===== src/rtl/sobel_frame_feeder_if.sv =====
// Pixel-in / row-out bundle for sobel_frame_feeder.
//   master : pixel source and array-side observer (drives pix_in/pix_valid/pix_sof)
//   slave  : the feeder itself (drives pix_ready, row_out, row_valid,
//            result_valid, result_row, busy)
// row_out slot s occupies bits [8s+7:8s]; there are COLS+2 slots per row.
interface sobel_frame_feeder_if #(
    parameter int COLS = 8,
    parameter int ROWS = 8
);
    localparam int RW = (ROWS > 1) ? $clog2(ROWS) : 1;

    logic [7:0]              pix_in;
    logic                    pix_valid;
    logic                    pix_sof;
    logic                    pix_ready;
    logic [(COLS+2)*8-1:0]   row_out;
    logic                    row_valid;
    logic                    result_valid;
    logic [RW-1:0]           result_row;
    logic                    busy;

    modport master (
        output pix_in, pix_valid, pix_sof,
        input  pix_ready, row_out, row_valid, result_valid, result_row, busy
    );

    modport slave (
        input  pix_in, pix_valid, pix_sof,
        output pix_ready, row_out, row_valid, result_valid, result_row, busy
    );
endinterface


===== src/rtl/sobel_frame_feeder.sv =====
// sobel_frame_feeder: collects one ROWS x COLS frame from a raster pixel
// stream, then bursts it out one edge-padded row per clock (ROWS+2 rows,
// first and last rows replicated) for the column-parallel sobel array.
// A SOBEL_LAT-deep tag line marks the array output cycles that carry a
// valid centre-row result.
// Ports:
//   clk    : rising-edge clock
//   rst_n  : asynchronous active-low reset
//   bus    : slave side of sobel_frame_feeder_if (pixel handshake in,
//            padded rows / result tag / busy out)
module sobel_frame_feeder #(
    parameter int COLS      = 8,
    parameter int ROWS      = 8,
    parameter int SOBEL_LAT = 5
) (
    input  logic                 clk,
    input  logic                 rst_n,
    sobel_frame_feeder_if.slave  bus
);
    localparam int NPIX = ROWS * COLS;
    localparam int AW   = $clog2(NPIX + 1);
    localparam int IW   = (NPIX > 1) ? $clog2(NPIX) : 1;
    localparam int CW   = $clog2(ROWS + 2);
    localparam int DW   = (SOBEL_LAT > 1) ? $clog2(SOBEL_LAT) : 1;
    localparam int RW   = (ROWS > 1) ? $clog2(ROWS) : 1;

    typedef enum logic [1:0] {LOAD, BURST, DRAIN} state_t;

    state_t          state_q, state_d;
    logic [AW-1:0]   wr_ptr_q, wr_ptr_d;
    logic [CW-1:0]   pos_q, pos_d;
    logic [DW-1:0]   drain_q, drain_d;
    logic            pix_ready_q, row_valid_q, busy_q;

    logic [7:0]      mem_q [NPIX];

    logic            accept;
    logic [AW-1:0]   wr_addr;

    // pix_ready_q is only ever high in LOAD, so accepts only happen there.
    assign accept  = bus.pix_valid & pix_ready_q;
    // A start-of-frame pixel always lands at address 0, dropping any partial frame.
    assign wr_addr = bus.pix_sof ? '0 : wr_ptr_q;

    always_comb begin
        state_d  = state_q;
        wr_ptr_d = wr_ptr_q;
        pos_d    = pos_q;
        drain_d  = drain_q;
        case (state_q)
            LOAD: begin
                if (accept) begin
                    if (wr_addr == AW'(NPIX - 1)) begin
                        state_d  = BURST;
                        wr_ptr_d = '0;
                        pos_d    = '0;
                    end else begin
                        wr_ptr_d = wr_addr + 1'b1;
                    end
                end
            end
            BURST: begin
                if (pos_q == CW'(ROWS + 1)) begin
                    state_d = DRAIN;
                    pos_d   = '0;
                    drain_d = '0;
                end else begin
                    pos_d = pos_q + 1'b1;
                end
            end
            DRAIN: begin
                if (drain_q == DW'(SOBEL_LAT - 1)) begin
                    state_d = LOAD;
                end else begin
                    drain_d = drain_q + 1'b1;
                end
            end
            default: state_d = LOAD;
        endcase
    end

    always_ff @(posedge clk or negedge rst_n) begin
        if (!rst_n) begin
            state_q     <= LOAD;
            wr_ptr_q    <= '0;
            pos_q       <= '0;
            drain_q     <= '0;
            pix_ready_q <= 1'b0;
            row_valid_q <= 1'b0;
            busy_q      <= 1'b0;
        end else begin
            state_q     <= state_d;
            wr_ptr_q    <= wr_ptr_d;
            pos_q       <= pos_d;
            drain_q     <= drain_d;
            pix_ready_q <= (state_d == LOAD);
            row_valid_q <= (state_d == BURST);
            busy_q      <= (state_d != LOAD);
        end
    end

    // Frame store: written only on accepts, never reset (contents are
    // meaningless until a full frame has been loaded).
    always_ff @(posedge clk) begin
        if (accept) begin
            mem_q[wr_addr[IW-1:0]] <= bus.pix_in;
        end
    end

    // Source row for burst position p: max(p-1,0) clipped to ROWS-1.
    logic [CW-1:0] src_row;
    always_comb begin
        src_row = '0;
        if (pos_q == '0) begin
            src_row = '0;
        end else if (pos_q > CW'(ROWS)) begin
            src_row = CW'(ROWS - 1);
        end else begin
            src_row = pos_q - 1'b1;
        end
    end

    logic [IW-1:0]         row_base;
    logic [7:0]            row_pix [COLS];
    logic [(COLS+2)*8-1:0] row_data;

    assign row_base = IW'(src_row) * IW'(COLS);

    // Slot c+1 carries column c; slots 0 and COLS+1 replicate the edge columns.
    genvar gi;
    generate
        for (gi = 0; gi < COLS; gi++) begin : g_col
            assign row_pix[gi]              = mem_q[row_base + IW'(gi)];
            assign row_data[8*(gi+1) +: 8]  = row_pix[gi];
        end
    endgenerate
    assign row_data[7:0]             = row_pix[0];
    assign row_data[8*(COLS+1) +: 8] = row_pix[COLS-1];

    // Centre-row tag: position p >= 2 completes the window for row p-2.
    logic            tag_in_valid;
    logic [RW-1:0]   tag_in_row;
    logic [SOBEL_LAT-1:0] tag_valid_q;
    logic [RW-1:0]   tag_row_q [SOBEL_LAT];

    assign tag_in_valid = (state_q == BURST) && (pos_q >= CW'(2));
    assign tag_in_row   = tag_in_valid ? RW'(pos_q - CW'(2)) : '0;

    always_ff @(posedge clk or negedge rst_n) begin
        if (!rst_n) begin
            tag_valid_q <= '0;
            for (int i = 0; i < SOBEL_LAT; i++) begin
                tag_row_q[i] <= '0;
            end
        end else begin
            tag_valid_q[0] <= tag_in_valid;
            tag_row_q[0]   <= tag_in_row;
            for (int i = 1; i < SOBEL_LAT; i++) begin
                tag_valid_q[i] <= tag_valid_q[i-1];
                tag_row_q[i]   <= tag_row_q[i-1];
            end
        end
    end

    assign bus.pix_ready    = pix_ready_q;
    assign bus.row_valid    = row_valid_q;
    assign bus.row_out      = row_valid_q ? row_data : '0;
    assign bus.busy         = busy_q;
    assign bus.result_valid = tag_valid_q[SOBEL_LAT-1];
    assign bus.result_row   = tag_row_q[SOBEL_LAT-1];
endmodule


===== src/flat_wrapper.sv =====
// flat-port wrapper written by rule: the top's interface ports become plain ports
module sobel_frame_feeder_flat 
#(
    parameter int COLS      = 8,
    parameter int ROWS      = 8,
    parameter int SOBEL_LAT = 5
)
  (clk, rst_n, bus_pix_in, bus_pix_valid, bus_pix_sof, bus_pix_ready, bus_row_out, bus_row_valid, bus_result_valid, bus_result_row, bus_busy);
  sobel_frame_feeder_if #(.COLS(COLS), .ROWS(ROWS)) bus_i ();
  input  logic clk;
  input  logic rst_n;
  input wire logic [$bits(bus_i.pix_in)-1:0] bus_pix_in;
  input wire logic [$bits(bus_i.pix_valid)-1:0] bus_pix_valid;
  input wire logic [$bits(bus_i.pix_sof)-1:0] bus_pix_sof;
  output wire logic [$bits(bus_i.pix_ready)-1:0] bus_pix_ready;
  output wire logic [$bits(bus_i.row_out)-1:0] bus_row_out;
  output wire logic [$bits(bus_i.row_valid)-1:0] bus_row_valid;
  output wire logic [$bits(bus_i.result_valid)-1:0] bus_result_valid;
  output wire logic [$bits(bus_i.result_row)-1:0] bus_result_row;
  output wire logic [$bits(bus_i.busy)-1:0] bus_busy;
  assign bus_i.pix_in = bus_pix_in;
  assign bus_i.pix_valid = bus_pix_valid;
  assign bus_i.pix_sof = bus_pix_sof;
  assign bus_pix_ready = bus_i.pix_ready;
  assign bus_row_out = bus_i.row_out;
  assign bus_row_valid = bus_i.row_valid;
  assign bus_result_valid = bus_i.result_valid;
  assign bus_result_row = bus_i.result_row;
  assign bus_busy = bus_i.busy;
  sobel_frame_feeder #(.COLS(COLS), .ROWS(ROWS), .SOBEL_LAT(SOBEL_LAT)) u_core (.clk(clk), .rst_n(rst_n), .bus(bus_i));
endmodule

===== config.mk =====
export PLATFORM = sky130hd
export DESIGN_NAME = sobel_frame_feeder_flat
export DESIGN_NICKNAME = d
export VERILOG_FILES = /design/src/rtl/sobel_frame_feeder_if.sv /design/src/rtl/sobel_frame_feeder.sv /design/src/flat_wrapper.sv
export SDC_FILE = /design/constraint.sdc
export NUM_CORES = 1
export LEC_CHECK = 0
export BUFFER_PORTS_ARGS = -buffer_cell sky130_fd_sc_hd__buf_2
export CORE_MARGIN = 2
export CORE_UTILIZATION = 65
export CTS_CLUSTER_DIAMETER = 80
export DETAILED_ROUTE_END_ITERATION = 12
export PLACE_DENSITY = 0.84
export SYNTH_ARGS = -nofsm -noshare
export SYNTH_HDL_FRONTEND = slang
export SYNTH_SLANG_ARGS = --single-unit

===== constraint.sdc =====
create_clock -name clk -period 5.1 [get_ports clk]
set_input_delay 1.02 -clock clk [delete_from_list [all_inputs] [get_ports clk]]
set_output_delay 1.02 -clock clk [all_outputs]
set_load 0.01 [all_outputs]

Word level (Yosys, flattened, before mapping)
Memories as Yosys holds them, arrays and structs flattened. Index checks and enable logic that the tools add are counted.

Add/sub/neg operators: 12. $lt $le $gt $ge: 2. Equality and inequality tests: 10. Multiplexer cells: 20. Bitwise gates (word level): 1. Reductions and logical operators: 10.

Operators with widths (count): 80-bit two-way mux (1); 6-bit by 3-bit adder with 6-bit output, second input constant (4); 3-bit two-way mux (5); 7-bit two-way mux (2); 6-bit by 2-bit adder with 6-bit output, second input constant (2); 4-bit two-way mux (3); 2-bit two-way mux (4); 4-bit one-hot mux with 2 select lines (1); 7-bit by 1-bit adder with 7-bit output, second input constant (1); 7-bit by 6-bit equality test with 1-bit output, second input constant (1); 6-bit by 1-bit adder with 6-bit output, second input constant (1); 2-bit by 1-bit != test with 1-bit output, second input constant (3); 2-bit one-hot mux with 3 select lines (1); 3-bit one-hot mux with 2 select lines (1); 3-bit AND reduction (2); 2-bit nonzero test (3); 4-bit by 1-bit adder with 4-bit output, second input constant (1); 2-bit by 1-bit equality test with 1-bit output, second input constant (2); 4-bit equality test, second input constant (1); 4-bit by 2-bit greater-or-equal comparator with 1-bit output, second input constant (1); 4-bit > comparator, second input constant (1); 2-bit zero test (2); 4-bit zero test (1); 3-bit by 1-bit adder with 3-bit output, second input constant (1); 9 further kinds (10).

Flip-flop bits (word level): 39. Bits in writable memories: 512. Input bits: 12. Output and inout port bits: 87. Word-level logic and storage cells: 69. Memories kept: 1.

Memory list: u_core.mem_q (words 64, width 8, read ports 8, clocked after Yosys merged registers in 0, write ports 1, line sobel_frame_feeder.sv:35) `logic [7:0] mem_q [NPIX];`.

Depth between registers and ports, before layout
Depth in word-level cells: 6. Mapped depth: 10. Depth with buffers taken out: 7.

Worst setup path before layout
Ideal clock, no wire load.

Path type: register to output. Start point: register u_core.pos_q[0]. End point: output port bus_row_out[72]. Data arrival time: 2.704 ns. Data required time: 4.080 ns. Path slack: 1.376 ns. Stages on the path, launching flop included: 11. Buffers on the path: 3. Cells stage by stage: dfrtp_1 > clkinv_1 > ha_1 > inv_1 > maj3_4 > buf_8 > buf_8 > mux2i_1 > a32o_1 > a311oi_1 > buf_4.

Longest elaborated chain between the ends: 6. Elaborated cells on any way between the ends: 8. Those cells by class: 2 x add/sub; 1 x order compare; 3 x mux; 1 x reduce/logical; 1 x memory.

Ends and longest elaborated chain: start, declared (line sobel_frame_feeder.sv:31) `logic [CW-1:0] pos_q, pos_d;`; start signal, assigned (line sobel_frame_feeder.sv:94) `pos_q <= pos_d;`; 4-bit > comparator / 3-bit by 1-bit subtractor with 3-bit output (equally long branches) (line sobel_frame_feeder.sv:116, sobel_frame_feeder.sv:119); 3-bit two-way mux (line sobel_frame_feeder.sv:116) `end else if (pos_q > CW'(ROWS)) begin`; 3-bit two-way mux * (line sobel_frame_feeder.sv:114) `if (pos_q == '0) begin`; 6-bit by 3-bit adder with 6-bit output * (line sobel_frame_feeder.sv:133) `assign row_pix[gi] = mem_q[row_base + IW'(gi)];`; memory 64 x 8 bit *; 80-bit two-way mux * (line sobel_frame_feeder.sv:167) `assign bus.row_out = row_valid_q ? row_data : '0;`; end, declared (line flat_wrapper.sv:16) `output wire logic [$bits(bus_i.row_out)-1:0] bus_row_out;`.

Every way passes the cells marked *; elsewhere a longest branch is shown, timed or not.

Final worst setup path
Start point: register u_core.pos_q[0]. End point: output port bus_row_out[44].

Same word-level chain as after synthesis.

==> reports/results.md <==
| Step | Metric | Value |
|---|---|---|
| min path | Instance count along the most critical hold path | 0 |
| setup path | Top fanout value on the critical path | 37 |
| setup path | Required time worst endpoint | 4.08 ns |
| detailed routing | Count of routing violations after the opening detailed-route iteration | 1808 |
| detailed routing | Count of nets left with antenna violations after detail routing | 0 |
| setup path | Worst R2R Path Depth | 7 |
| detailed routing | Final wirelength | 52.26 mm |
| yosys | Syn. warnings | 0 |
| setup path | Worst reg2reg endpoint | u_core.bus.row_valid |
| min path | Hold Path End | u_core.tag_valid_q[1] |
| cts | CTS H-tree depth | 2 |
| finish | Cell area after layout | 0.02441 mm² |
| timing | Final cycle utilization of the critical path | 96.26% |
| detailed routing | Wire length per cell after detailed routing | 25.88 µm |
| finish | Count of nets after finishing | 1557 |
| yosys | Synth Cell Area | 0.02205 mm² |
| cts | Insertion delay of the later-clocked pin in the worst-skew pair | 0.56 ns |
| cts | Total setup buffers inserted after CTS | 0 |
| cts | Maximum buffer depth of the clock tree | 3 |
| min path | Hold Crit Start | u_core.tag_valid_q[0] |
| finish | Fraction of final layout cells with drive strength greater than 1 | 13.94% |
| yosys | Post-synthesis xor/xnor area fraction | 0.03972% |
| yosys | Cell type contributing the most total cell area after synthesis | sky130_fd_sc_hd__edfxtp_1 |
| status | Run status | completed |
| detailed routing | Pre-Repair DR Iteration Count | 6 |
| floorplanning | Starting density of the core | 65.92% |
| cts | Number of buffers inserted during clock tree synthesis | 52 |
| yosys | Proportion of netlist area held by the largest area contributor | 69.73% |
| timing | Final worst clock skew | 0.01349 ns |
| timing | Aggregate negative setup slack | 0 ns |
| placement | Placed cell areas | 0.02269 mm² |
| global routing | Pin count of the biggest net entering global routing | 87 |
| timing | Final hold violations | 0 |
| timing | Final setup fails | 0 |
| yosys | Post-Synth Simple-Gate Area | 9.238% |
| yosys | Adder-cell share of the synthesized area | 0.9590% |
| setup path | Data arrival time of the critical path | 3.89 ns |
| yosys | Number of distinct library cell variants in the gate-level netlist after synthesis | 50 |
| finish | Filler instances | 1960 |
| pwr | Pwr/cell area | 363.7 mW/mm² |
| floorplanning | Std-Cell Core Area | 0.03345 mm² |
| timing | Setup repair after global routing missed its margin | no |
| placement | Post-DP HPWL | 28.60 mm |
| yosys | Number of enable-type register cells in the synthesized netlist | 512 |
| timing | Least-Margin Pin Slew | 1.315 ns |
| yosys | Multiplexer area fraction after synthesis | 3.041% |
| placement | Count of input and output buffers | 98 |
| global routing | Remaining Overflow, GRT | 0 |
| setup path | Setup slack on the worst flop-to-flop path | 2.25 ns |
| yosys | Number of instances in the synthesized netlist | 1470 |
| yosys | Combinational family with the most area after synthesis | compound AO/OA/AOI/OAI gates |
| global routing | Antenna violations before repair | 0 |
| pwr | Peak supply drop | 0.0002925 V |
| finish | Antenna diode count | 0 |
| global routing | Global-route wire length before repair | 77.86 mm |
| yosys | Count of state elements after synthesis | 551 |
| job | Count of max-cap constraint violations | 0 |
| yosys | Most used flip-flop cell after synthesis | sky130_fd_sc_hd__edfxtp_1 |
| finish | Synth-to-Final Area Change | 10.71% |
| timing | Worst slack on hold paths | 0.3467 ns |
| floorplanning | Floorplan die width | 188.2 µm |
| cts | Worst-path clk slew | 0.06 ns |
| setup path | Launching point of the worst reg2reg path | u_core.wr_ptr_q[0] |
| timing | Max transition margin | 12.33% |
| floorplanning | Count of pins on the block boundary | 99 |
| floorplanning | Die height | 188.2 µm |
| timing | Fin crit period | 4.909 ns |
| global routing | Via count of the first global-routing pass | 13360 |
| global routing | Total global routing track utilization | 29.04% |
| yosys | Compound-cell area share of the yosys netlist | 9.351% |
| yosys | Async SR Flop Fraction | 7.078% |
| cts | CTS sink count | 551 |
| yosys | Net Count, Synth | 1496 |
| finish | Commonest cells after routing, fill and taps aside | sky130_fd_sc_hd__edfxtp_1 (512), sky130_fd_sc_hd__nand2_1 (281), sky130_fd_sc_hd__a311oi_1 (128) |
| detailed routing | Total number of vias | 13600 |
| setup path | Critical path class | reg -> out |
| yosys | Seq/Total Area, Yosys | 74.15% |
| yosys | Mean Syn Cell Area | 15.00 µm² |
| timing | Fin. max-slew vios | 0 |
| timing | Maximum clock rate | 203.7 MHz |
| floorplanning | Die Area | 0.03541 mm² |
| setup path | Critical path launch point type | flip-flop |
| pwr | Static leakage | 8.931 nW |
| setup path | Category of the worst setup path capture point | output pin |
| detailed routing | Via-to-Cell Ratio | 6.737 |
| finish | Most common library cell in the layout ignoring fill and taps | sky130_fd_sc_hd__edfxtp_1 |
| placement | Gp weighted congestion | 0.8218 |
| cts | Clk Tree Root Cell | sky130_fd_sc_hd__clkbuf_16 |
| floorplanning | Standard-cell row count | 67 |
| min path | Hold Path Class | reg -> reg |
| cts | CTS tree | yes |
| finish | Area used by multi-input combinational logic | 0.005040 mm² |
| finish | Register area | 0.01636 mm² |
| pwr | Final Power | 8.877 mW |
| detailed routing | # DRC | 0 |
| yosys | Synth top area cells | sky130_fd_sc_hd__edfxtp_1 (70%), sky130_fd_sc_hd__a311oi_1 (5.1%), sky130_fd_sc_hd__nand2_1 (4.8%) |
[critical path, cell delays in order (launching register included)]
cell	delay [ns]
sky130_fd_sc_hd__dfrtp_2	0.52
sky130_fd_sc_hd__clkinvlp_4	0.26
sky130_fd_sc_hd__ha_1	0.41
sky130_fd_sc_hd__inv_1	0.28
sky130_fd_sc_hd__o21ai_1	0.17
sky130_fd_sc_hd__a211oi_4	0.30
sky130_fd_sc_hd__buf_4	0.49
sky130_fd_sc_hd__a311oi_1	0.17
sky130_fd_sc_hd__a311oi_1	0.45
sky130_fd_sc_hd__buf_2	0.22
[synth_stat cells (6+ instances only)]
cell / number
sky130_fd_sc_hd__a311oi_1: 128
sky130_fd_sc_hd__clkbuf_1: 60
sky130_fd_sc_hd__nor2_1: 78
sky130_fd_sc_hd__nor2b_1: 9
sky130_fd_sc_hd__buf_2: 18
sky130_fd_sc_hd__o21ai_0: 10
sky130_fd_sc_hd__and3_1: 66
sky130_fd_sc_hd__nand2_1: 281
sky130_fd_sc_hd__inv_1: 11
sky130_fd_sc_hd__buf_4: 33
sky130_fd_sc_hd__mux2i_1: 67
sky130_fd_sc_hd__ha_1: 14
sky130_fd_sc_hd__edfxtp_1: 512
sky130_fd_sc_hd__buf_8: 6
sky130_fd_sc_hd__dfrtp_1: 39
sky130_fd_sc_hd__a32o_1: 64
sky130_fd_sc_hd__nand3_1: 15
sky130_fd_sc_hd__a21oi_1: 6
[cell type report]
class / instances / share of cell area, %
flip-flops and latches: 551 / 67.00
multi-input cells: 791 / 20.65
clock buffers: 69 / 6.105
repair buffers: 123 / 2.932
well taps: 448 / 2.296
clock inverters: 25 / 0.8201
inverters: 12 / 0.1999
[how the worst max path moves through the flow]
stage                               start              end  depth (start not counted)
after floorplan           u_core.pos_q[0]  bus_row_out[72]                         10
after global placement    u_core.pos_q[0]  bus_row_out[75]                          9
after detailed placement  u_core.pos_q[0]  bus_row_out[36]                          9
after CTS                 u_core.pos_q[0]  bus_row_out[36]                          9
after global routing      u_core.pos_q[0]  bus_row_out[67]                          9
final                     u_core.pos_q[0]  bus_row_out[44]                          9
[state kept, by name (all words and copies together) (netlist names), 2 cells and up]
signal / flops
u_core.pos_q: 4
u_core.mem_q: 512
u_core.drain_q: 3
u_core.state_q: 2
u_core.bus.result_row: 3
u_core.wr_ptr_q: 7
u_core.tag_valid_q: 5
u_core.tag_row_q: 12
[routing by layer]
layer | wire length, µm | vias to the layer above | GRT usage [%]
met1 | 19190 | 6669 | 39.32
met4 | 1878 | 0 | 10.81
met5 | 0 | - | 0
met3 | 5518 | 156 | 4.936
li1 | - | 5810 | -
met2 | 25670 | 966 | 48.11
[repair_timing]
item | 4_1_cts | 5_1_grt
setup endpoints to repair | 0 | 12
hold endpoints to repair | 0 | 0
hold buffers | 0 | 0
gates resized for setup | 0 | 2
[power breakdown]
group	internal (mW)	total (mW)	switching, mW	leakage, nW
sequential	4.96	4.97	0.00938	5.12
clock	2.20	3.79	1.59	0.843
combinational	0.0145	0.123	0.109	2.96
total	7.17	8.88	1.71	8.93
[stage by stage]
| stage | instances | setup WS (ns) | utilization, % |
|---|---|---|---|
| after floorplan | 1470 | 1.376 | - |
| after global placement | 1923 | 0.8547 | 67.85 |
| after detailed placement | 1923 | 0.7414 | 67.85 |
| after CTS | 2017 | 0.1412 | 72.90 |
| after global routing | 2019 | 0.06850 | 72.98 |
| final | 2019 | 0.1905 | 72.98 |
[cell families after synthesis]
family                   Yosys count
buffers and inverters            130
multiplexers                      67
AO/OA/AOI/OAI                    235
XOR/XNOR                           1
adder cells (fa/ha/maj)           17
AND/OR/NAND/NOR                  469
flip-flops                       551
Power figures use the tool's default switching activity.
